<file path="src/rtl/avr_tx_arbiter.sv">
// avr_tx_arbiter: message-granular round-robin arbiter for the shared FPGA->AVR serial transmit path.
// Optional macro TX_ARB_TIMEOUT_EN releases a grant whose owner stays idle for TIMEOUT_CYC locked cycles.
module avr_tx_arbiter #(
    parameter int NUM_REQ     = 4,
    parameter int TIMEOUT_CYC = 1024
) (
    input  logic                 clk,
    input  logic                 rst_n,
    input  logic [NUM_REQ-1:0]   req_valid,
    input  logic [8*NUM_REQ-1:0] req_data,
    input  logic [NUM_REQ-1:0]   req_last,
    output logic [NUM_REQ-1:0]   req_ready,
    output logic [7:0]           tx_data,
    output logic                 tx_new_data,
    input  logic                 tx_busy,
    input  logic                 avr_rx_busy,
    output logic                 grant_valid,
    output logic [2:0]           grant_id
);

    if (NUM_REQ < 2 || NUM_REQ > 8 || TIMEOUT_CYC < 1) begin : g_bad_param
        $error("avr_tx_arbiter: parameter out of range");
    end

    typedef enum logic [1:0] {
        IDLE   = 2'd0,
        LOCKED = 2'd1,
        GAP    = 2'd2
    } state_t;

    state_t     state_q, state_d;
    logic [2:0] grant_id_q, grant_id_d;
    logic [2:0] ptr_q, ptr_d, ptr_next;
    logic       grant_valid_q, grant_valid_d;
    logic [7:0] tx_data_q, tx_data_d;
    logic       tx_new_q, tx_new_d;
    logic       last_q, last_d;

    logic       sel_valid, sel_last;
    logic [7:0] sel_data;
    logic       pick_found;
    logic [2:0] pick_id;
    logic       accept;

`ifdef TX_ARB_TIMEOUT_EN
    localparam int CNT_W = $clog2(TIMEOUT_CYC + 1);
    logic [CNT_W-1:0] idle_cnt_q, idle_cnt_d;
`endif

    // Granted requester's byte; everybody else's data/last is ignored.
    always_comb begin
        sel_valid = 1'b0;
        sel_last  = 1'b0;
        sel_data  = '0;
        for (int i = 0; i < NUM_REQ; i++) begin
            if (grant_id_q == 3'(i)) begin
                sel_valid = req_valid[i];
                sel_last  = req_last[i];
                sel_data  = req_data[8*i +: 8];
            end
        end
    end

    // First valid requester at or after ptr, wrapping.
    always_comb begin
        pick_found = 1'b0;
        pick_id    = '0;
        for (int k = 0; k < NUM_REQ; k++) begin
            for (int i = 0; i < NUM_REQ; i++) begin
                if (!pick_found && (i == (int'(ptr_q) + k) % NUM_REQ) && req_valid[i]) begin
                    pick_found = 1'b1;
                    pick_id    = 3'(i);
                end
            end
        end
    end

    assign ptr_next = (grant_id_q == 3'(NUM_REQ - 1)) ? 3'd0 : grant_id_q + 3'd1;
    assign accept   = (state_q == LOCKED) && sel_valid && !tx_busy && !avr_rx_busy;

    always_ff @(posedge clk or negedge rst_n) begin
        if (!rst_n) begin
            state_q       <= IDLE;
            grant_id_q    <= '0;
            ptr_q         <= '0;
            grant_valid_q <= 1'b0;
            tx_data_q     <= '0;
            tx_new_q      <= 1'b0;
            last_q        <= 1'b0;
`ifdef TX_ARB_TIMEOUT_EN
            idle_cnt_q    <= '0;
`endif
        end else begin
            state_q       <= state_d;
            grant_id_q    <= grant_id_d;
            ptr_q         <= ptr_d;
            grant_valid_q <= grant_valid_d;
            tx_data_q     <= tx_data_d;
            tx_new_q      <= tx_new_d;
            last_q        <= last_d;
`ifdef TX_ARB_TIMEOUT_EN
            idle_cnt_q    <= idle_cnt_d;
`endif
        end
    end

    always_comb begin
        state_d       = state_q;
        grant_id_d    = grant_id_q;
        ptr_d         = ptr_q;
        grant_valid_d = grant_valid_q;
        tx_data_d     = tx_data_q;
        tx_new_d      = 1'b0;
        last_d        = last_q;
`ifdef TX_ARB_TIMEOUT_EN
        idle_cnt_d    = '0;
`endif
        unique case (state_q)
            IDLE: begin
                if (pick_found) begin
                    grant_id_d    = pick_id;
                    grant_valid_d = 1'b1;
                    state_d       = LOCKED;
                end
            end
            LOCKED: begin
                if (accept) begin
                    tx_data_d = sel_data;
                    tx_new_d  = 1'b1;
                    last_d    = sel_last;
                    state_d   = GAP;
                end
`ifdef TX_ARB_TIMEOUT_EN
                else if (!sel_valid) begin
                    if (idle_cnt_q == CNT_W'(TIMEOUT_CYC - 1)) begin
                        grant_valid_d = 1'b0;
                        ptr_d         = ptr_next;
                        state_d       = IDLE;
                    end else begin
                        idle_cnt_d = idle_cnt_q + 1'b1;
                    end
                end
`endif
            end
            GAP: begin
                // One dead cycle per byte lets the serializer raise tx_busy.
                if (last_q) begin
                    grant_valid_d = 1'b0;
                    ptr_d         = ptr_next;
                    state_d       = IDLE;
                end else begin
                    state_d = LOCKED;
                end
            end
            default: state_d = IDLE;
        endcase
    end

    always_comb begin
        req_ready = '0;
        for (int i = 0; i < NUM_REQ; i++) begin
            req_ready[i] = (state_q == LOCKED) && (grant_id_q == 3'(i)) && !tx_busy && !avr_rx_busy;
        end
        tx_data     = tx_data_q;
        tx_new_data = tx_new_q;
        grant_valid = grant_valid_q;
        grant_id    = grant_id_q;
    end

endmodule

</file>
<file path="config.mk">
export PLATFORM = sky130hd
export DESIGN_NAME = avr_tx_arbiter
export DESIGN_NICKNAME = d
export VERILOG_FILES = /design/src/rtl/avr_tx_arbiter.sv
export SDC_FILE = /design/constraint.sdc
export NUM_CORES = 1
export LEC_CHECK = 0
export BUFFER_PORTS_ARGS = -buffer_cell sky130_fd_sc_hd__buf_2
export CORE_ASPECT_RATIO = 1.25
export CORE_MARGIN = 8
export CORE_UTILIZATION = 48
export DETAILED_ROUTE_END_ITERATION = 10
export GPL_TIMING_DRIVEN = 0
export PLACE_DENSITY = 0.84
export SYNTH_ARGS = -nofsm -noshare
export SYNTH_HDL_FRONTEND = slang
export SYNTH_SLANG_ARGS = --single-unit
</file>
<file path="constraint.sdc">
create_clock -name clk -period 3.25 [get_ports clk]
set_input_delay 0.65 -clock clk [delete_from_list [all_inputs] [get_ports clk]]
set_output_delay 0.65 -clock clk [all_outputs]
set_load 0.005 [all_outputs]
</file>
After elaboration in Yosys (flattened, before gate mapping):

Cells that the tools add are included.

* add/subtract/negate cells: 4
* equality and inequality tests: 20
* multiplexer cells: 53
* bitwise gates (word level): 3
* reductions and logical operators: 78

Operator list (count)
* zero test 32 bit: 4
* logical AND 1 bit: 46
* 2-to-1 mux 3 bit: 14
* 2-to-1 mux 8 bit: 4
* 2-to-1 mux 1 bit: 30
* equality test 3 bit (first input constant): 6
* zero test 1 bit: 17
* equality test 2 x 3 -> 1 bit (first input constant): 3
* AND reduction 2 bit: 4
* equality test 3 x 2 -> 1 bit (second input constant): 2
* 2-to-1 mux 2 bit: 3
* != test 2 bit (second input constant): 3
* one-hot mux 2 bit (3 select lines): 1
* OR reduction 2 bit: 3
* adder 2 x 1 -> 2 bit (second input constant): 2
* adder 2 bit (second input constant): 2
* equality test 2 bit (first input constant): 2
* AND 1 bit (first input constant): 3
* equality test 3 x 1 -> 1 bit (second input constant): 1
* zero test 3 bit: 1
* AND reduction 3 bit: 1
* equality test 1 x 2 -> 1 bit (first input constant): 1
* equality test 2 x 1 -> 1 bit (second input constant): 1
* equality test 2 bit (second input constant): 1
* other kinds (3): 3

* bits in registers: 18
* input port bits: 44
* output and inout bits: 17

Longest topological paths before layout:

Gate-level depths: netlist (run 1).

* word-level depth: 65
* depth in mapped cells: 8

Worst setup path before layout (run 1):

No wires, ideal clock.

* path kind: register to register
* from: reg grant_id_q[0], in the netlist grant_id[0]
* to: reg last_q
* data arrival time: 1922 ps
* setup slack: 1203 ps
* stages on the path, launching flop included: 9
* buffers on the path: 2
* cells stage by stage: dfrtp_1 inv_1 ha_1 nor2b_1 buf_6 a221o_1 a31o_2 buf_6 mux2_4

* cells in the longest elaborated chain, start to end: 9

RTL lines
* start: declaration: line 32 `logic [2:0] grant_id_q, grant_id_d;`
* start signal: assignment: line 95 `grant_id_q <= grant_id_d;`
* zero test 3 bit: line 56 `if (grant_id_q == 3'(i)) begin`
* 2-to-1 mux 1 bit (4 in a row): line 56
* logical AND 1 bit (3 in a row): line 79 `assign accept = (state_q == LOCKED) && sel_valid && !tx_busy && !avr_rx_busy;`
* AND reduction 2 bit (no line)
* end signal: assignment: line 100 `last_q <= last_d;`
* end: declaration: line 37 `logic last_q, last_d;`

Several ways; a longest one is shown, not always the timed one.
A chain may end at the register's enable or synchronous reset.

Worst setup path in the final report (run 1):

* from: reg grant_id_q[0], in the netlist grant_id[0]
* to: out req_ready[2]

* cells in the longest elaborated chain, start to end: 4

RTL lines
* equality test 3 x 2 -> 1 bit: line 162 `req_ready[i] = (state_q == LOCKED) && (grant_id_q == 3'(i)) && !tx_busy && !avr_rx_busy;`
* logical AND 1 bit (3 in a row): line 162
* end: declaration: line 12 `output logic [NUM_REQ-1:0] req_ready,`

No other way between the ends.

==> results of run 1 <==
[power by group through the flow]
stage | Combinational (W) | Sequential [W] | Clock (W)
after floorplan | 0.000508 | 0.000360 | 0
final | 0.000728 | 0.000360 | 0.000114
after global routing | 0.000800 | 0.000372 | 0.000127
after global placement | 0.000705 | 0.000356 | 0
after detailed placement | 0.000732 | 0.000362 | 0
after CTS | 0.000736 | 0.000359 | 0.000116
[stage by stage]
step / utilization, % / cell area [sq um] / setup WS (ps) / hold WS, ps
6_report: 64.8 / 1540 / 488 / 265
5_1_grt: 64.8 / 1540 / 298 / 290
4_1_cts: 64.8 / 1540 / 520 / 278
3_5_place_dp: 63.7 / 1520 / 830 / 489
3_3_place_gp: 63.7 / 1520 / 915 / 489
2_1_floorplan: - / 1180 / 1200 / 354
[path summary, 6_finish.rpt]
kind | from | endpoint | slack (ps) | cells after the start
worst max register to register | grant_id[0]$_DFFE_PN0P_ | tx_data[0]$_DFFE_PN0P_ | 1030 | 7
worst min-delay path | rst_n | tx_data[4]$_DFFE_PN0P_ | 270 | 1
worst max-delay path | grant_id[0]$_DFFE_PN0P_ | req_ready[2] | 490 | 6
min in group clk | tx_data[4]$_DFFE_PN0P_ | tx_data[4]$_DFFE_PN0P_ | 520 | 1
worst min register to register | tx_data[4]$_DFFE_PN0P_ | tx_data[4]$_DFFE_PN0P_ | 520 | 1
max in group asynchronous | rst_n | grant_id[1]$_DFFE_PN0P_ | 2710 | 1
[area by class of cell]
type	instances	area (sq um)
Clock buffer	4	26.3
Timing Repair Buffer	59	295
Tap cell	33	41.3
Sequential cell	17	425
Inverter	5	18.8
Buffer	9	53.8
Multi-Input combinational cell	88	681
Fill cell	203	836
[metal layers]
metal,GRT usage [%],part of all wire [%],vias to the layer above
met1,19.2,40,570
met4,8.51,1.7,0
met2,28.9,51,38
li1,-,-,560
met3,3.76,7.3,4
met5,0,0,-
[state kept, by name, summed over array words and instances (netlist names)]
name	count
grant_id	2
grant_valid	1
last_q	1
ptr_q	2
state_q	2
tx_data	8
tx_new_data	1
[cells by family (layout without fill, tap and decap cells)]
kind of cell,after synthesis,after routing
AND/OR/NAND/NOR,38,38
AO/OA/AOI/OAI,33,33
flip-flops,17,17
buffers and inverters,14,77
multiplexers,12,12
adder cells (fa/ha/maj),4,4
other,1,1
[synth_stat cells (all sizes together)]
cell      n
dfrtp    17
mux2     11
nand2    10
nor2b    10
a221oi    9
o31ai     9
a21oi     6
clkbuf    6
inv       5
nor2      5
and2      4
ha        4
buf       3
o21ai     3
a31o      2
nand2b    2
a2111oi   1
a221o     1
a22o      1
and3      1
conb      1
mux2i     1
nand3b    1
nor3      1
nor3b     1
nor4      1
nor4b     1
o22ai     1
or4       1
==> results.sh, run 1 <==
export IMPL_status="finished, final reports clean"
export IMPL_cts_tree="built"
export IMPL_power_per_cell_area_nw_per_um2=780
export IMPL_die_h_microns=71.4
export IMPL_stdcell_count=215
export IMPL_p_comb_share_pct=60.6
export IMPL_end_kind="output port"
export IMPL_grt_usage_pct=17.1
export IMPL_cts_max_level=1
export IMPL_fin_nets=231
export IMPL_clock_path_buffers=2
export IMPL_grt_pass1_vias=1304
export IMPL_rsz0062_at_grt="no"
export IMPL_layout_area_overhead_vs_synth_pct=30.8
export IMPL_cts_setup_buffers=0
export IMPL_grt_overflow_total=0
export IMPL_cpMaxStageDelayCell="dfrtp_1"
export IMPL_cts_root_buffer="clkbuf_4"
export IMPL_rows=20
export IMPL_grt_max_degree=18
export IMPL_yosysWarnings=0
export IMPL_final_max_slew_viol_count=0
export IMPL_mostFrequentLayoutCells="59 x buf_2, 17 x dfrtp_1, 10 x nor2b_1, 10 x nand2_1"
export IMPL_cp_cell_sequence="inv_1, ha_1, clkbuf_1, clkbuf_1, and2_1, buf_2"
export IMPL_setup_viol=0
export IMPL_syn_inst=119
export IMPL_crit_path_frequent_cell="clkbuf_1"
export IMPL_placed_cells=211
export IMPL_synth_top_area_share_pct=36.1
export IMPL_synthXorXnorAreaFrac_pct=0
export IMPL_synth_compound_area_share_pct=20.6
export IMPL_power_switching_w=0.000476
export IMPL_ant_nets=0
export IMPL_path_clk_slew_ps=100
export IMPL_yosys_area_share_simple_pct=18.7
export IMPL_power_frac_clock_pct=9.4
export IMPL_synth_top_family_by_area="compound AO/OA/AOI/OAI gates"
export IMPL_arrival_ps=2110
export IMPL_synth_seq_cells=17
export IMPL_layout_commonest_cell="buf_2"
export IMPL_drt_pass1_iterations=4
export IMPL_initialDrtViolationCount=29
export IMPL_gp_congestion=0.840
export IMPL_insertion_delay_ps=290
export IMPL_cts_resized=0
export IMPL_ctsHoldBuffers=0
export IMPL_synthMuxAreaShare_pct=13.9
export IMPL_post_route_min_period_ps=2760
export IMPL_synth_largest_area_cell="dfrtp_1"
export IMPL_cts_buffers=3
export IMPL_switching_share_pct=39.6
export IMPL_core_sq_um=2380
export IMPL_crit_path_start_kind="flip-flop"
export IMPL_netlist_area_sq_um=1180
export IMPL_vias=1172
export IMPL_n_antenna_cell=0
export IMPL_io_pins=61
export IMPL_cp_slowest_stage_delay_ps=450
export IMPL_ir_worst_vdd_uv=454
export IMPL_tightest_slew_ps=511
export IMPL_p_seq_share_pct=30.0
export IMPL_path_buf_inv=4
export IMPL_place_detailed_hpwl_microns=2740
export IMPL_synthAdderAreaFrac_pct=4.25
export IMPL_p_leak_nw=0.768
export IMPL_die_area_sq_um=4310
export IMPL_fp_dieW_microns=60.3
export IMPL_skew_ps=1.24
export IMPL_max_clock_freq_ghz=0.362
export IMPL_tns_ps=0
export IMPL_min_path_type="in -> async"
export IMPL_antenna_found_initial=0
export IMPL_place_port_buffers=59
export IMPL_grt_first_pass_wirelength_microns=5850
export IMPL_internal_power_w=0.000727
export IMPL_slew_headroom_pct=65.9
export IMPL_total_power_w=0.00120
export IMPL_avgRoutedWirePerCell_microns=16.3
export IMPL_wl_microns=3500
export IMPL_hold_viol_final=0
export IMPL_drt_vias_per_instance=5.45
export IMPL_required_ps=2600
export IMPL_path_delay_family="buffers and inverters"
export IMPL_cts_sinks=17
export IMPL_synth_cell_types=32
export IMPL_synth_area_leaders="dfrtp_1 36%, mux2_4 10%, a221oi_1 6.7%, o31ai_1 5.7%, nor2b_1 5.3%"
export IMPL_finalCritPeriodShare_pct=85.0
export IMPL_synth_nets=167
export IMPL_layout_drive_gt1_share_pct=44.0
export IMPL_avgSynthCellArea_sq_um=9.90
export IMPL_drc=0
export IMPL_drv_cap=0
export IMPL_synth_yosys_seq_area_share_pct=36.1
export IMPL_path_max_fanout=10
export IMPL_path_class="reg -> out"
export IMPL_start_util_pct=49.6
Power figures use the tool's default switching activity.
==> inputs of run 2 (changes only) <==
CORE_UTILIZATION = 45   (was 48)
PLACE_DENSITY = 0.8   (was 0.84)
clock period = 2.6 ns   (was 3.25 ns; I/O delays follow)
==> results.sh, run 2 (synthesis results as in run 1) <==
export IMPL_status="finished, final reports clean"
export IMPL_drt_vias_per_instance=5.38
export IMPL_max_clock_freq_ghz=0.432
export IMPL_cp_slowest_stage_delay_ps=450
export IMPL_layout_commonest_cell="buf_2"
export IMPL_rows=20
export IMPL_layout_drive_gt1_share_pct=45.1
export IMPL_drt_pass1_iterations=4
export IMPL_path_delay_family="buffers and inverters"
export IMPL_regToRegEndpoint="tx_data[1]$_DFFE_PN0P_"
export IMPL_total_power_w=0.00150
export IMPL_setup_ws_ps=285
export IMPL_hold_viol_final=0
export IMPL_ant_nets=0
export IMPL_cts_tree="built"
export IMPL_cpMaxStageDelayCell="dfrtp_1"
export IMPL_die_area_sq_um=4520
export IMPL_start_util_pct=48.1
export IMPL_mostFrequentLayoutCells="59 x buf_2, 17 x dfrtp_1, 10 x nor2b_1, 10 x nand2_1"
export IMPL_crit_path_start_kind="flip-flop"
export IMPL_skew_ps=7.04
export IMPL_gp_congestion=0.859
export IMPL_postLayoutCoreUtil_pct=63.0
export IMPL_n_antenna_cell=0
export IMPL_path_buf_inv=4
export IMPL_layout_area_overhead_vs_synth_pct=31.0
export IMPL_required_ps=2080
export IMPL_p_leak_nw=0.774
export IMPL_fin_nets=231
export IMPL_cts_setup_buffers=0
export IMPL_end_kind="output port"
export IMPL_crit_path_frequent_cell="clkbuf_2"
export IMPL_largest_reg_flops=8
export IMPL_place_port_buffers=59
export IMPL_rr_worst_depth=8
export IMPL_r2r_start="grant_id[0]$_DFFE_PN0P_"
export IMPL_grt_overflow_total=0
export IMPL_nFillCells=209
export IMPL_path_class="reg -> out"
export IMPL_cp_cell_sequence="inv_1, ha_1, clkbuf_2, clkbuf_2, and2_1, buf_2"
export IMPL_wl_microns=3440
export IMPL_io_pins=61
export IMPL_ff2ff_setup_slack_ps=410
export IMPL_cts_max_level=1
export IMPL_cts_sinks=17
export IMPL_finalCritPeriodShare_pct=89.0
export IMPL_fp_dieW_microns=61.8
export IMPL_setup_viol=0
export IMPL_min_path_type="in -> async"
export IMPL_core_sq_um=2450
export IMPL_post_route_min_period_ps=2320
export IMPL_cts_root_buffer="clkbuf_4"
export IMPL_path_clk_slew_ps=100
export IMPL_grt_usage_pct=15.8
export IMPL_clock_path_buffers=2
export IMPL_path_max_fanout=10
export IMPL_vias=1157
export IMPL_initialDrtViolationCount=60
export IMPL_tns_ps=0
export IMPL_power_per_cell_area_nw_per_um2=971
export IMPL_place_ws_ps=319
export IMPL_ir_worst_vdd_uv=597
export IMPL_grt_pass1_vias=1161
export IMPL_cts_buffers=3
export IMPL_place_detailed_hpwl_microns=2750
export IMPL_arrival_ps=1800
export IMPL_die_h_microns=73.2
export IMPL_rsz0062_at_grt="no"
export IMPL_drv_cap=0
export IMPL_antenna_found_initial=0
export IMPL_final_max_slew_viol_count=0
export IMPL_avgRoutedWirePerCell_microns=16.0
export IMPL_insertion_delay_ps=300
export IMPL_hold_ws_ps=134
export IMPL_drc=0
export IMPL_grt_max_degree=18
export IMPL_grt_first_pass_wirelength_microns=5440
## run 2: power by group
group	internal (W)	total (W)	switching, W	leakage [nW]
clock	0.0000598	0.000144	0.0000838	0.0150
sequential	0.000369	0.000450	0.0000815	0.212
combinational	0.000483	0.000905	0.000422	0.547
## run 2: per-stage QoR
stage                     instance area [sq um]  std cells
after floorplan                            1180        119
after global placement                     1520        211
after detailed placement                   1520        211
after CTS                                  1540        215
after global routing                       1540        215
final                                      1540        215
## run 2: how the worst max path moves through the flow
stage | startpoint | end | slack [ps] | cells after the start
2_1_floorplan | grant_id[0]$_DFFE_PN0P_ | last_q$_DFFE_PN0P_ | 550 | 8
5_1_grt | grant_id[0]$_DFFE_PN0P_ | req_ready[2] | 170 | 6
3_3_place_gp | grant_id[0]$_DFFE_PN0P_ | req_ready[2] | 400 | 6
3_5_place_dp | grant_id[0]$_DFFE_PN0P_ | req_ready[2] | 320 | 6
6_report | grant_id[0]$_DFFE_PN0P_ | req_ready[2] | 280 | 6
4_1_cts | grant_id[0]$_DFFE_PN0P_ | req_ready[2] | 120 | 6
## run 2: worst reg2reg max path, cell delays in order, from the launching register on
cell and delay (ps):
dfrtp_1 450, inv_1 90, ha_1 220, nor2b_1 140, buf_6 140, a221o_1 310
a31o_2 260, buf_6 160, mux2_4 300
## run 2: cell type report
type	instances	area, sq um	share of cell area, %
well taps	33	41.3	2.67
inverters	5	18.8	1.22
multi-input cells	88	681	44.1
repair buffers	59	295	19.1
clock buffers	4	26.3	1.70
plain buffers	9	56.3	3.65
flip-flops and latches	17	425	27.6
## run 2: metal layers
| metal | vias up | routed length [microns] | track usage [%] |
|---|---|---|---|
| li1 | 563 | - | - |
| met1 | 537 | 1340 | 17.9 |
| met2 | 50 | 1690 | 26.3 |
| met3 | 7 | 320 | 3.17 |
| met4 | 0 | 91 | 8.38 |
| met5 | - | 0 | 0 |
## run 2: repair_timing
| action | 4_1_cts | 5_1_grt |
|---|---|---|
| resized for setup | 1 | 2 |
| hold buffers | 0 | 0 |
| setup endpoints to repair | 1 | 1 |
| pin swaps | 0 | 0 |
==> inputs of run 3 (changes only) <==
CELL_PAD_IN_SITES_DETAIL_PLACEMENT = 1   (was not set)
CELL_PAD_IN_SITES_GLOBAL_PLACEMENT = 2   (was not set)
CORE_UTILIZATION = 25   (was 45)
PLACE_DENSITY = not set   (was 0.8)
PLACE_DENSITY_LB_ADDON = 0.1   (was not set)
==> results.sh, run 3 (synthesis results as in run 1) <==
export IMPL_tns_ps=0
export IMPL_cts_root_buffer="clkbuf_8"
export IMPL_internal_power_w=0.000961
export IMPL_seqCellArea_sq_um=425
export IMPL_path_max_fanout=10
export IMPL_cpMaxStageDelayCell="dfrtp_1"
export IMPL_cts_max_level=1
export IMPL_path_buf_inv=4
export IMPL_setup_ws_ps=295
export IMPL_path_class="reg -> out"
export IMPL_place_port_buffers=59
export IMPL_drc=0
export IMPL_finalCritPeriodShare_pct=88.7
export IMPL_crit_path_start_kind="flip-flop"
export IMPL_grt_overflow_total=0
export IMPL_multi_input_area_sq_um=681
export IMPL_start_util_pct=25.5
export IMPL_fp_dieW_microns=77.4
export IMPL_p_seq_share_pct=28.8
export IMPL_nFillCells=599
export IMPL_post_route_min_period_ps=2300
export IMPL_fin_nets=231
export IMPL_cp_slowest_stage_delay_ps=440
export IMPL_avgRoutedWirePerCell_microns=16.8
export IMPL_initialDrtViolationCount=16
export IMPL_switching_share_pct=39.2
export IMPL_die_area_sq_um=7180
export IMPL_grt_max_degree=18
export IMPL_arrival_ps=1780
export IMPL_drt_pass1_iterations=4
export IMPL_cts_buffers=3
export IMPL_placed_cells=238
export IMPL_required_ps=2080
export IMPL_layout_commonest_cell="buf_2"
export IMPL_skew_ps=5.61
export IMPL_layout_drive_gt1_share_pct=45.6
export IMPL_clock_path_buffers=2
export IMPL_rsz0062_at_grt="no"
export IMPL_r2r_start="grant_id[0]$_DFFE_PN0P_"
export IMPL_cts_setup_buffers=0
export IMPL_status="finished, final reports clean"
export IMPL_grt_first_pass_wirelength_microns=6710
export IMPL_grt_pass1_vias=1383
export IMPL_p_comb_share_pct=58.3
export IMPL_setup_viol=0
export IMPL_final_cell_area_sq_um=1600
export IMPL_vias=1173
export IMPL_end_kind="output port"
export IMPL_max_clock_freq_ghz=0.434
export IMPL_drv_cap=0
export IMPL_place_detailed_hpwl_microns=3280
export IMPL_wl_microns=4050
export IMPL_io_pins=61
export IMPL_die_h_microns=92.8
export IMPL_place_ws_ps=225
export IMPL_insertion_delay_ps=260
export IMPL_rows=28
export IMPL_core_sq_um=4620
export IMPL_dpl_cell_area_sq_um=1550
export IMPL_ir_worst_vdd_uv=272
export IMPL_cts_tree="built"
export IMPL_cp_cell_sequence="inv_1, ha_1, clkbuf_2, clkbuf_2, and2_1, buf_2"
export IMPL_n_antenna_cell=0
export IMPL_slew_headroom_pct=62.9
export IMPL_drt_vias_per_instance=4.85
export IMPL_p_leak_nw=0.785
export IMPL_mostFrequentLayoutCells="59 x buf_2, 17 x dfrtp_1, 10 x nor2b_1, 10 x nand2_1"
export IMPL_power_switching_w=0.000620
export IMPL_ant_nets=0
export IMPL_path_delay_family="buffers and inverters"
export IMPL_grt_usage_pct=11.6
export IMPL_final_max_slew_viol_count=0
export IMPL_antenna_found_initial=0
export IMPL_stdcell_count=242
export IMPL_path_clk_slew_ps=70
export IMPL_cts_sinks=17
export IMPL_power_per_cell_area_nw_per_um2=989
export IMPL_gp_congestion=0.729
export IMPL_min_path_type="in -> async"
export IMPL_hold_viol_final=0
export IMPL_tightest_slew_ps=556
export IMPL_layout_area_overhead_vs_synth_pct=35.6
export IMPL_crit_path_frequent_cell="clkbuf_2"
export IMPL_crit_start="grant_id[0]$_DFFE_PN0P_"
export IMPL_power_frac_clock_pct=12.9
export IMPL_largest_reg_flops=8
==> run 3: changes by cell type in the layout (fill, tap and decap cells not counted), sizes merged <==
cell,delta
clkbuf,-1
clkinv,+1
==> run 3: power by group through the flow <==
stage / clock network [W] / logic (W) / registers, W
floorplan: 0 / 0.000635 / 0.000450
global placement: 0 / 0.000926 / 0.000454
detailed placement: 0 / 0.000943 / 0.000460
CTS: 0.000211 / 0.000950 / 0.000457
global route: 0.000230 / 0.00102 / 0.000473
finish: 0.000204 / 0.000922 / 0.000455
==> run 3: path summary, 6_finish.rpt <==
check	end	depth (start not counted)	slack, ps
hold reg to reg	tx_data[0]$_DFFE_PN0P_	1	510
setup / recovery	req_ready[2]	6	300
max in group asynchronous	tx_data[1]$_DFFE_PN0P_	1	2120
setup reg to reg	tx_data[1]$_DFFE_PN0P_	8	400
min in group clk	tx_data[0]$_DFFE_PN0P_	1	510
hold / removal	tx_data[7]$_DFFE_PN0P_	1	190
==> run 3: timing repair <==
item | in CTS | in global routing
hold endpoints to repair | 0 | 0
cloned | 0 | 0
pin swaps | 0 | 0
endpoints found under the setup margin | 1 | 1
hold buffers | 0 | 0
resized for setup | 1 | 2
==> run 3: metal layers <==
layer / global-route usage, % / part of all wire (%)
met5: 0 / 0
met4: 5.21 / 1.7
met3: 3.97 / 7.8
met2: 19.8 / 48
met1: 12.6 / 42
==> run 3: layout make-up <==
type | count | area share [%]
buffer | 9 | 3.52
clock buffer | 3 | 2.58
clock inverter | 1 | 0.313
inverter | 5 | 1.17
multi-input combinational | 88 | 42.6
sequential | 17 | 26.6
tap | 60 | 4.70
timing repair buffer | 59 | 18.5
==> run 3: metrics by stage <==
stage | hold WS, ps | power [W] | util [%]
floorplan | 224 | 0.00109 | -
global placement | 470 | 0.00138 | 33.5
detailed placement | 481 | 0.00140 | 33.5
CTS | 198 | 0.00162 | 34.5
global route | 209 | 0.00173 | 34.6
finish | 188 | 0.00158 | 34.6
